File: src/rtl/seq_trojan_trigger.sv
// Sequence-based Trojan trigger: fires once an ordered run of DEPTH state patterns
// has been observed THRESHOLD times, with an optional inter-step timeout.
module seq_trojan_trigger #(
    parameter int                         WIDTH     = 128,
    parameter int                         DEPTH     = 2,
    parameter logic [DEPTH*WIDTH-1:0]     PATTERNS  = {128'h00112233_44556677_8899aabb_ccddeeff,
                                                       128'hffeeddcc_bbaa9988_77665544_33221100},
    parameter int                         THRESHOLD = 1,
    parameter int                         TIMEOUT   = 0,
    parameter int                         CNT_W     = 8
) (
    input  logic                         clk,
    input  logic                         rst,
    input  logic                         state_valid,
    input  logic [WIDTH-1:0]             state,
    output logic                         Tj_Trig,
    output logic [$clog2(DEPTH+1)-1:0]   seq_step,
    output logic [CNT_W-1:0]             hit_count
);

    localparam int SEQ_W = $clog2(DEPTH+1);
    localparam int GAP_W = (TIMEOUT > 1) ? $clog2(TIMEOUT) : 1;

    localparam logic [1:0] ST_SEARCH = 2'd0;
    localparam logic [1:0] ST_TRACK  = 2'd1;
    localparam logic [1:0] ST_FIRED  = 2'd2;

    logic [1:0]       r_state;
    logic [SEQ_W-1:0] r_seq_step;
    logic [CNT_W-1:0] r_hit_count;
    logic [GAP_W-1:0] r_gap;
    logic             r_trig;

    logic [1:0]       w_state_next;
    logic [SEQ_W-1:0] w_step_next;
    logic [CNT_W-1:0] w_hit_next;
    logic [GAP_W-1:0] w_gap_next;
    logic             w_trig_next;

    logic [DEPTH-1:0] w_hit;
    logic             w_cur_match;
    logic             w_last_step;
    logic             w_expire;
    logic [CNT_W-1:0] w_hit_inc;

    // Step 0 occupies the most-significant slice of PATTERNS.
    genvar gi;
    generate
        for (gi = 0; gi < DEPTH; gi++) begin : g_pat
            assign w_hit[gi] = (state == PATTERNS[WIDTH*(DEPTH-gi)-1 -: WIDTH]);
        end
    endgenerate

    always_comb begin
        w_cur_match = 1'b0;
        for (int k = 0; k < DEPTH; k++) begin
            if (r_seq_step == SEQ_W'(k)) begin
                w_cur_match = w_hit[k];
            end
        end
    end

    assign w_last_step = (r_seq_step == SEQ_W'(DEPTH-1));
    assign w_hit_inc   = r_hit_count + CNT_W'(1);
    assign w_expire    = (TIMEOUT > 0) && (r_state == ST_TRACK) &&
                         (r_gap == GAP_W'(TIMEOUT-1));

    always_comb begin
        w_state_next = r_state;
        w_step_next  = r_seq_step;
        w_hit_next   = r_hit_count;
        w_gap_next   = r_gap;
        w_trig_next  = r_trig;

        if (r_state != ST_FIRED) begin
            if ((TIMEOUT > 0) && (r_state == ST_TRACK)) begin
                w_gap_next = r_gap + GAP_W'(1);
            end

            // A matching sample wins over timeout expiry in the same cycle.
            if (state_valid && w_cur_match) begin
                w_gap_next = '0;
                if (w_last_step) begin
                    w_step_next  = '0;
                    w_hit_next   = w_hit_inc;
                    w_state_next = ST_SEARCH;
                    if (w_hit_inc == CNT_W'(THRESHOLD)) begin
                        w_state_next = ST_FIRED;
                        w_trig_next  = 1'b1;
                    end
                end else begin
                    w_step_next  = r_seq_step + SEQ_W'(1);
                    w_state_next = ST_TRACK;
                end
            end else if (w_expire) begin
                w_step_next  = '0;
                w_gap_next   = '0;
                w_state_next = ST_SEARCH;
            end else if (state_valid && (r_state == ST_TRACK)) begin
                w_gap_next = '0;
                if (w_hit[0]) begin
                    w_step_next  = SEQ_W'(1);
                    w_state_next = ST_TRACK;
                end else begin
                    w_step_next  = '0;
                    w_state_next = ST_SEARCH;
                end
            end
        end
    end

    always_ff @(posedge clk) begin
        if (rst) begin
            r_state     <= ST_SEARCH;
            r_seq_step  <= '0;
            r_hit_count <= '0;
            r_gap       <= '0;
            r_trig      <= 1'b0;
        end else begin
            r_state     <= w_state_next;
            r_seq_step  <= w_step_next;
            r_hit_count <= w_hit_next;
            r_gap       <= w_gap_next;
            r_trig      <= w_trig_next;
        end
    end

    assign Tj_Trig   = r_trig;
    assign seq_step  = r_seq_step;
    assign hit_count = r_hit_count;

endmodule

File: config.mk
export PLATFORM = sky130hd
export DESIGN_NAME = seq_trojan_trigger
export DESIGN_NICKNAME = d
export VERILOG_FILES = /design/src/rtl/seq_trojan_trigger.sv
export SDC_FILE = /design/constraint.sdc
export NUM_CORES = 1
export LEC_CHECK = 0
export CAP_MARGIN = 20
export CORE_ASPECT_RATIO = 1.75
export CORE_UTILIZATION = 30
export CTS_BUF_LIST = sky130_fd_sc_hd__clkbuf_16
export DETAILED_ROUTE_END_ITERATION = 10
export PLACE_DENSITY = 0.79
export REMOVE_ABC_BUFFERS = 1
export SLEW_MARGIN = 15
export SYNTH_ARGS = -nofsm -noshare
export SYNTH_HDL_FRONTEND = slang
export SYNTH_SLANG_ARGS = --single-unit
File: constraint.sdc
create_clock -name clk -period 3.2 [get_ports clk]
set_input_delay 0.96 -clock clk [delete_from_list [all_inputs] [get_ports clk]]
set_output_delay 0.96 -clock clk [all_outputs]
set_load 0.03 [all_outputs]
---- After elaboration in Yosys (flattened, before gate mapping) ----
Index checks and enable logic that the tools add are counted.
word-level totals
  flip-flop bits (word level) ............. 13
operators by class
  $add $sub $neg .......................... 2
  equality and inequality tests ........... 6
  multiplexer cells ....................... 9
  reduce and logical (&&, ||, !) cells .... 7
operators by type and width
  operator                                                 count
  equality test 128 x 117 -> 1 bit, second input constant  1
  equality test 128 bit, second input constant             1
  two-way mux 2 bit                                        6
  adder 8 x 1 -> 8 bit, second input constant              1
  equality test 8 x 1 -> 1 bit, second input constant      1
  equality test 2 x 1 -> 1 bit, second input constant      2
  AND reduction 4 bit                                      1
  two-way mux 1 bit                                        3
  AND reduction 3 bit                                      1
  adder 2 x 1 -> 2 bit, second input constant              1
  logical AND 1 bit                                        2
  zero test 2 bit                                          1
  inequality test 2 bit, second input constant             1
  AND reduction 2 bit                                      1
  nonzero test 2 bit                                       1

---- Longest topological paths before layout ----
Gate-level depths: netlist of the first run.
  depth after elaboration ................. 6
  depth in mapped cells ................... 7
  gate-level depth less buffers ........... 7

---- Least setup slack after synthesis of the first run ----
No wires, ideal clock.
  kind .................................... input-to-reg
  from .................................... input port state[35]
  to ...................................... register r_hit_count[6] (netlist: hit_count[6])
  arrival ................................. 2542 ps
  required time ........................... 3085 ps
  setup slack ............................. 543 ps
  cell stages on the path ................. 6
  buffers on the path ..................... 1
  cells stage by stage .................... or4b_1 -> nor4b_2 -> nand4_1 -> clkbuf_1 -> o21a_1 -> o21ba_2
between the ends
  word-level cells in the longest chain between the ends .. 5
  elaborated cells on any way between the ends .. 6
  classes of those cells .................. eq/ne: 2; mux: 2; reduce/logical: 2
RTL lines
  what                                      RTL line  RTL
  start: declaration                        15        input logic [WIDTH-1:0] state,
  equality test 128 x 117 -> 1 bit          50        assign w_hit[gi] = (state == PATTERNS[WIDTH*(DEPTH-gi)-1 -: WIDTH]);
  two-way mux 1 bit                         57        if (r_seq_step == SEQ_W'(k)) begin
  two-way mux 1 bit (*)                     57
  logical AND 1 bit (*)                     81        if (state_valid && w_cur_match) begin
  AND reduction 3 bit (no source line) (*)  n/a
  end signal: assignment                    122       r_hit_count <= w_hit_next;
  end: declaration                          30        logic [CNT_W-1:0] r_hit_count;
Every way passes the cells marked *; elsewhere a longest branch is shown, timed or not.
A chain may end at the register's enable or synchronous reset.

---- Worst setup path after layout of the first run ----
  from .................................... input port state[102]
  to ...................................... register r_hit_count[7] (netlist: hit_count[7])
The elaborated chain is that of the path after synthesis.

==> summary.txt, run 1 <==
Layout
  – Layout net count: between 400 and 500
  – Most common cell after layout, fill and taps aside: clkdlybuf4s50_1
  – Area grow syn2layout: 119%
  – Layout fillers: 391
  – Most frequent cells in the layout: 141 x clkdlybuf4s50_1, 23 x buf_4, 18 x nor4bb_1, 18 x nand4_1, 13 x dfxtp_1
  – Share of cells above drive strength 1: 0.0940
  – Inserted Diodes: 0

STA
  – Worst Tran Pin Value: around 500 ps
  – Final setup viols: 0
  – Clock skew: around 2.5 ps
  – Final Hold Viols: 0
  – Slew HR: 0.663
  – Period minus WS final: about 3000 ps
  – Hold slack: around 470 ps
  – Final Max Tran Viols: 0
  – Achievable frequency: 0.325 GHz
  – Final setup TNS: 0 ps
  – RSZ-0062 raised after global routing: false
  – Tcrit/Tclk final: 0.962

Floorplan
  – Initial Util: 0.312
  – Die width: 54.7 µm
  – Core footprint: between 4000 and 5000 µm²
  – Die H: roughly 94 µm
  – Boundary pin count: approximately 140
  – Number of core rows: 33
  – Die area: between 5000 and 6000 µm²

Setup path
  – Worst-path fanout max: 4
  – Worst Path Arrival: 3250 ps
  – CP required: roughly 3400 ps
  – R2R cell count: 6
  – Worst r2r dst: hit_count[7]
  – Worst R2R Setup Slack: 1050 ps
  – Startpoint types: input port
  – WS Path Type: input port to register
  – Worst reg2reg path startpoint: seq_step[0]
  – Setup crit end kind: register

Worst hold path
  – Tightest Hold Check Type: register to register
  – Hold path startpoint: Tj_Trig
  – Hold endpoint: Tj_Trig
  – Worst Hold Depth: 2

Placed design
  – Gpl congestion: between 0.9 and 1
  – Post-DP HPWL: between 6000 and 7000 µm
  – # port buffers: 141

Global route
  – Initial antenna violation count: 0
  – First-pass GRT wire length: 10500 µm
  – Vias in the first global route: roughly 2500
  – Largest net degree at the start of global routing: 16
  – Remaining Overflow, GRT: 0
  – GRT Util Overall: 0.283

Logic synthesis
  – Register bit count reported by yosys: 13
  – Synth cell types: 38
  – Cell count after synthesis: 185
  – Synthesized area: 1460 µm²
  – Yosys Warn Count: 0
  – Average size of a mapped cell: ~7.9 µm²
  – Post-synthesis sequential area ratio: 0.179

Routing
  – Routed length per placed instance: between 15 and 20 µm
  – Final wirelength: about 7000 µm
  – Vias/cell: ~5.9
  – First drt pass iteration count: 5
  – Routed Antenna Nets: 0
  – Vias: roughly 2400
  – Initial DRC Count: 64
  – Post-route DRC: 0

CTS
  – Clock Path Buffers: 2
  – Root Buffer: clkbuf_16
  – Total clock buffers created by CTS: 3
  – H-tree Lvls: 1
  – CTS tree: yes
  – Clock latency on the worst-skew pair: 240 ps
  – # clock sinks: 13
  – CTS clk-pin slew, worst paths: ~40 ps

Flow run
  – Max Cap Viol: 0

Outcome
  – Status: finished, final reports clean

Power
  – VDD IR max: ~0.00028 V
  – Static Leak: around 1.1 nW
  – Power per cell area: about 200 nW/µm²
  – Tot Pwr: 637 µW
synth_stat cells (all sizes together):
cell type | instances | area share
and4b | 8 | 0.055
o21a | 1 | 0.0052
nand3 | 8 | 0.027
or4 | 2 | 0.013
a221oi | 1 | 0.0060
nand2b | 5 | 0.021
clkbuf | 2 | 0.0052
nand4bb | 3 | 0.023
nor4b | 12 | 0.076
a21bo | 1 | 0.0069
nor4bb | 19 | 0.13
o2bb2ai | 1 | 0.0060
nor4 | 13 | 0.056
and4 | 1 | 0.0060
o22ai | 2 | 0.0086
nor2 | 12 | 0.031
nand4 | 18 | 0.077
a32o | 1 | 0.0069
inv | 7 | 0.018
dfxtp | 13 | 0.18
o2111ai | 1 | 0.0060
ha | 2 | 0.017
nor3 | 5 | 0.021
or4b | 1 | 0.0069
nand4b | 8 | 0.048
o21ba | 1 | 0.0069
mux2i | 1 | 0.0069
and3 | 3 | 0.013
nor2b | 2 | 0.0086
o21ai | 8 | 0.027
or3 | 4 | 0.017
xnor2 | 1 | 0.0060
o31ai | 1 | 0.0052
nand2 | 7 | 0.018
a21oi | 10 | 0.034
what timing repair did:
action	in CTS	in global routing
hold buffers	0	0
gates resized for setup	0	2
setup buffers	0	0
setup endpoints to repair	0	1
worst max-delay path: stages:
cell and delay [ps]:
clkdlybuf4s50_1 490, nor4bb_1 460, nand4_1 200, nor4_2 220, nand4_1 220, or4_1 550, a21oi_1 150
routing by layer:
metal	GRT usage	vias to the layer above	part of all wire
met2	0.557	139	0.57
met4	0.173	0	0.050
li1	-	1122	-
met5	0	-	0
met3	0.0453	27	0.062
met1	0.233	1099	0.31
power breakdown:
| part | internal [mW] | total (mW) | switching (mW) |
|---|---|---|---|
| Sequential | 0.163 | 0.163 | 0.0000000000000000601 |
| Combinational | 0.176 | 0.241 | 0.0650 |
| Clock | 0.165 | 0.233 | 0.0681 |
flip-flops by register name, indices dropped and copies added, names as in the netlist:
| signal | count |
|---|---|
| Tj_Trig | 1 |
| hit_count | 8 |
| r_state | 2 |
| seq_step | 2 |
logic make-up after synthesis:
kind of cell	synth area share
flip-flops	0.179
multiplexers	0.00687
AND/OR/NAND/NOR	0.649
adder cells (fa/ha/maj)	0.0172
AO/OA/AOI/OAI	0.119
buffers and inverters	0.0232
XOR/XNOR	0.00601
worst max path at each step:
| stage | start | to | slack (ps) | cells after the start |
|---|---|---|---|---|
| 2_1_floorplan | state[35] | hit_count[7] | 290 | 5 |
| 3_3_place_gp | state[21] | hit_count[4] | -100 | 8 |
| 3_5_place_dp | state[21] | hit_count[7] | -130 | 7 |
| 4_1_cts | state[21] | hit_count[7] | 110 | 7 |
| 5_1_grt | state[36] | hit_count[7] | 40 | 7 |
| 6_report | state[102] | hit_count[7] | 120 | 7 |
layout make-up:
type | count | area, µm² | area share
Inverter | 7 | 26.3 | 0.00824
Clock buffer | 3 | 75.1 | 0.0235
Clock inverter | 1 | 3.75 | 0.00118
Timing Repair Buffer | 164 | 1580 | 0.496
Multi-Input combinational cell | 163 | 1180 | 0.369
Tap cell | 52 | 65.1 | 0.0204
Sequential cell | 13 | 260 | 0.0816
stage by stage:
step | instance area [µm²] | util | setup WS [ps] | cells
floorplan | 1450 | - | 293 | 183
global placement | 3100 | 0.664 | -97.1 | 399
detailed placement | 3100 | 0.664 | -133 | 399
CTS | 3180 | 0.681 | 115 | 403
global route | 3190 | 0.684 | 37.1 | 403
finish | 3190 | 0.684 | 122 | 403
Note: power is estimated with default switching activity, not from simulation.
==> run 2, diff against run 1 <==
--- a/config.mk
+++ b/config.mk
@@ -9,6 +9,7 @@
 export CORE_ASPECT_RATIO = 1.75
 export CORE_UTILIZATION = 30
 export CTS_BUF_LIST = sky130_fd_sc_hd__clkbuf_16
+export CTS_CLUSTER_SIZE = 10
 export DETAILED_ROUTE_END_ITERATION = 10
 export PLACE_DENSITY = 0.79
 export REMOVE_ABC_BUFFERS = 1
==> results of run 2 <==
The final DEF is identical to that of run 1; final timing and power are the same.
